===== src/rtl/enter_debouncer_pkg.sv =====
// Shared definitions for the ENTER push-button debouncer.
//   state_t : debouncer FSM state encoding
package enter_debouncer_pkg;

    typedef enum logic [1:0] {
        StIdle        = 2'd0,
        StPressWait   = 2'd1,
        StHeld        = 2'd2,
        StReleaseWait = 2'd3
    } state_t;

endpackage


===== src/rtl/sync_chain.sv =====
// Generic N-stage synchroniser for asynchronous board inputs.
// Ports:
//   clock : sampling clock
//   reset : asynchronous, active-high; loads RESET_VALUE into every stage
//   d     : asynchronous input level
//   q     : synchronised level (last stage)
module sync_chain #(
    parameter int unsigned STAGES      = 2,
    parameter logic        RESET_VALUE = 1'b0
) (
    input  logic clock,
    input  logic reset,
    input  logic d,
    output logic q
);

    logic [STAGES-1:0] chain;

    always_ff @(posedge clock or posedge reset) begin
        if (reset) begin
            chain <= {STAGES{RESET_VALUE}};
        end else begin
            chain <= {chain[STAGES-2:0], d};
        end
    end

    assign q = chain[STAGES-1];

endmodule


===== src/rtl/enter_debouncer.sv =====
// Debounces the raw ENTER push-button and emits one single-cycle pulse per
// accepted press for the ALU step controller.
// Ports:
//   clock        : system clock, rising edge
//   reset        : asynchronous, active-high
//   button_in    : raw asynchronous button level
//   enter        : one-clock pulse per accepted press
//   button_level : debounced pressed level (1 = pressed)
//   busy         : high whenever the FSM is not idle
module enter_debouncer
    import enter_debouncer_pkg::*;
#(
    parameter int unsigned DEBOUNCE_CYCLES   = 500000,
    parameter int unsigned SYNC_STAGES       = 2,
    parameter bit          BUTTON_ACTIVE_LOW = 1'b1
) (
    input  logic clock,
    input  logic reset,
    input  logic button_in,
    output logic enter,
    output logic button_level,
    output logic busy
);

    // One spare bit so the counter can never wrap before reaching LAST.
    localparam int unsigned CW = $clog2(DEBOUNCE_CYCLES) + 1;
    localparam logic [CW-1:0] LAST = CW'(DEBOUNCE_CYCLES - 1);
    localparam logic [CW-1:0] ONE  = CW'(1);

    logic   raw_s;
    logic   pressed_s;
    state_t state;
    logic [CW-1:0] count;

    // Synchroniser idles at the released level so reset never looks like a press.
    sync_chain #(
        .STAGES      (SYNC_STAGES),
        .RESET_VALUE (logic'(BUTTON_ACTIVE_LOW))
    ) u_sync (
        .clock (clock),
        .reset (reset),
        .d     (button_in),
        .q     (raw_s)
    );

    assign pressed_s = raw_s ^ BUTTON_ACTIVE_LOW;
    assign busy      = (state != StIdle);

    always_ff @(posedge clock or posedge reset) begin
        if (reset) begin
            state        <= StIdle;
            count        <= '0;
            enter        <= 1'b0;
            button_level <= 1'b0;
        end else begin
            enter <= 1'b0;
            case (state)
                StIdle: begin
                    if (pressed_s) begin
                        state <= StPressWait;
                        count <= ONE;
                    end else begin
                        count <= '0;
                    end
                end
                StPressWait: begin
                    if (!pressed_s) begin
                        state <= StIdle;
                        count <= '0;
                    end else if (count == LAST) begin
                        state        <= StHeld;
                        count        <= '0;
                        enter        <= 1'b1;
                        button_level <= 1'b1;
                    end else begin
                        count <= count + ONE;
                    end
                end
                StHeld: begin
                    if (!pressed_s) begin
                        state <= StReleaseWait;
                        count <= ONE;
                    end else begin
                        count <= '0;
                    end
                end
                StReleaseWait: begin
                    // A re-press here is release bounce: back to held, no pulse.
                    if (pressed_s) begin
                        state <= StHeld;
                        count <= '0;
                    end else if (count == LAST) begin
                        state        <= StIdle;
                        count        <= '0;
                        button_level <= 1'b0;
                    end else begin
                        count <= count + ONE;
                    end
                end
                default: begin
                    state        <= StIdle;
                    count        <= '0;
                    button_level <= 1'b0;
                end
            endcase
        end
    end

endmodule


===== config.mk =====
export PLATFORM = sky130hd
export DESIGN_NAME = enter_debouncer
export DESIGN_NICKNAME = d
export VERILOG_FILES = /design/src/rtl/enter_debouncer_pkg.sv /design/src/rtl/sync_chain.sv /design/src/rtl/enter_debouncer.sv
export SDC_FILE = /design/constraint.sdc
export NUM_CORES = 1
export LEC_CHECK = 0
export ABC_AREA = 1
export BUFFER_PORTS_ARGS = -buffer_cell sky130_fd_sc_hd__buf_2
export CAP_MARGIN = 25
export CORE_MARGIN = 1
export CORE_UTILIZATION = 30
export CTS_CLUSTER_DIAMETER = 40
export DETAILED_ROUTE_END_ITERATION = 16
export SLEW_MARGIN = 20
export SYNTH_ARGS = -nofsm -noshare
export SYNTH_HDL_FRONTEND = slang
export SYNTH_SLANG_ARGS = --single-unit

===== constraint.sdc =====
create_clock -name clock -period 2.3 [get_ports clock]
set_input_delay 0.46 -clock clock [delete_from_list [all_inputs] [get_ports clock]]
set_output_delay 0.46 -clock clock [all_outputs]
set_load 0.05 [all_outputs]

==> summary.md <==
| Metric | Value |
|---|---|
| Post-CTS Resized | 0 |
| CTS Buffer Depth | 2 |
| Horizontal die dimension | 71.5 um |
| Final Hold Viols | 0 |
| Total Routed Length | 2.75 mm |
| Critical path buffers and inverters | 0 |
| RD Place Congestion | between 0.8 and 0.9 |
| Post-synth top area share | 41.5% |
| Synthesized netlist cell count | just under 200 |
| CTS Sinks | 26 |
| Max-Cap Viols | 0 |
| Critical path fanouts, max | 18 |
| Max-slew headroom | 66.6% |
| Most common cell after layout, fill and taps aside | nand2_1 |
| ANT cells | 0 |
| Port-buffer cells | 5 |
| H-Tree Depth | 1 |
| Clock Latency Late Sink | 0.27 ns |
| Dpl hpwl | 2.09 mm |
| Finished Layout Cells | 259 |
| Peak Freq | 604 MHz |
| Slowest cell delay on critical path | between 0.4 and 0.5 ns |
| Share of cells above drive strength 1 | 10.1% |
| Asr flop ratio synth | 100% |
| CP arrival | 1.80 ns |
| Largest net degree at the start of global routing | 19 |
| Setup_tns | 0 ns |
| Core footprint | 4500 sq um |
| Syn_nets | approximately 200 |
| Unrepaired setup endpoints after global routing | false |
| Final setup vio count | 0 |
| Gr usage total | 12.4% |
| Drt drc | 0 |
| Dpl ws | 0.632 ns |
| Setup repair bufs after CTS | 0 |
| DRT antenna net count | 0 |
| Yosys Warn Count | 0 |
| Initial DRT Pass Iterations | 4 |
| CP endpoint kind | flip-flop |
| Mapped Area | between 1000 and 1500 sq um |
| Critical path, cell by cell | ha_1, nand2_2, nor2_4, nand3_2, o21ai_4, o21ai_0 |
| R2R setup slack | 0.64 ns |
| # hold bufs at CTS | 0 |
| Fin crit share | 72.0% |
| Vias per inst | between 4 and 5 |
| Leakage power | between 0.7 and 0.8 nW |
| Required time worst endpoint | 2.45 ns |
| Vias | 1163 |
| Setup WS post-layout | 0.644 ns |
| Die H | 71.5 um |
| Area Overhead vs Synth | 10.9% |
| Startpoint types | flip-flop |
| Hold_ws | 0.189 ns |
| Worst vdd ir | 0.000327 V |
| Overall Power | between 0.0009 and 0.001 W |
| Number of cell rows | 24 |
| Top post-synthesis cells by area | dfrtp_1 41%, nand2_1 15%, nor2_1 11% |
| Remaining Overflow, GRT | 0 |
| Worst Tran Pin Value | between 0.4 and 0.5 ns |
| CTS tree | built |
| PwrDens | 567 nW/um^2 |
| DRT iter0 DRCs | 74 |
| Status | complete, no violations |
| Worst hold path type | primary input to asynchronous set/reset pin |
| Initial core utilization | 32.1% |
| CTS Root Cell | clkbuf_8 |
| Synth Register Bits | 26 |
| Syn_area_per_cell | 7.31 sq um |
| Max Slew Vio Count | 0 |
| Final worst path period need | 1.66 ns |
| Clk_skew | 0.00717 ns |
| Nets | 212 |
| WL per Instance | around 11 um |
| Full die area | 5110 sq um |
| Leading cell types in the layout, fill and taps excluded | 57 x nand2_1, 43 x nor2_1, 29 x inv_1 |
| Clock buffer count from CTS | 3 |
| Leading area contributor after synthesis | dfrtp_1 |
| Library cells used by synthesis | 22 |
| Slowest stage cell, crit path | o21ai_4 |
| Ports | 6 |
| Synth Flop Type | dfrtp_1 |
| Number of flops mapped to enable cells by yosys | 0 |
| Initial antenna violation count | 0 |
| Clock slew at reported path FFs | 0.09 ns |
| Vias in the first global route | roughly 1100 |
| Critical path class | flip-flop to flip-flop |
| Post-synthesis sequential area ratio | 45.1% |
| First-pass GRT wire length | about 5 mm |
| Placed insts | ~260 |
| CP top delay family | compound AO/OA/AOI/OAI gates |
## sequential cells by signal, indices dropped and copies added, names as in the netlist, named ones only
name and count:
count 20, button_level 1, state 1, enter 1, u_sync.chain 2
## logic make-up after synthesis
| family | count (synthesis) | synth area share [%] |
|---|---|---|
| compound gates | 6 | 3.11 |
| xor+xnor | 9 | 5.45 |
| flops | 26 | 45.1 |
| buf+inv | 30 | 8.30 |
| simple gates | 126 | 37.2 |
| fa+ha+maj | 1 | 0.864 |
## Yosys cell counts (3+ instances only)
library cell and count:
nand2_1 57, nor2_1 43, nand4_1 6, nor2_2 3, dfrtp_1 24, nand3_1 9, xor2_1 8, inv_1 29
## layout make-up
cell class	count	area, sq um
clock buffers	3	41.3
clock inverters	1	30.0
fillers	483	2900
inverters	29	109
multi-input cells	142	674
flip-flops and latches	26	653
well taps	52	65.1
repair buffers	6	32.5
## worst paths after layout
check,from,end,depth (start not counted)
worst max-delay path,count[0]$_DFF_PP0_,count[0]$_DFF_PP0_,6
worst min-delay path,reset,asynchronous set/reset pin,2
worst max register to register,count[0]$_DFF_PP0_,count[0]$_DFF_PP0_,6
worst min register to register,u_sync.chain[0]$_DFF_PP1_,u_sync.chain[1]$_DFF_PP1_,0
max in group asynchronous,reset,count[11]$_DFF_PP0_,3
min in group clock,button_in,u_sync.chain[0]$_DFF_PP1_,1
## per-stage QoR
step           cell area [sq um]  util, %
3_3_place_gp                1530     34.1
6_report                    1610     35.6
4_1_cts                     1610     35.6
5_1_grt                     1610     35.6
2_1_floorplan               1450        -
3_5_place_dp                1530     34.1
## metal layers
metal	vias to the layer above	wire length, um	track usage [%]
met4	0	17	1.96
met5	-	0	0
met2	16	1220	20.0
met1	525	1390	17.2
li1	618	-	-
met3	4	124	3.38
## where the power goes
part	internal [W]	switching, W
Combinational	0.0000130	0.0000419
Sequential	0.000467	0.00000891
Clock	0.000233	0.000147
Note: power is estimated with default switching activity, not from simulation.
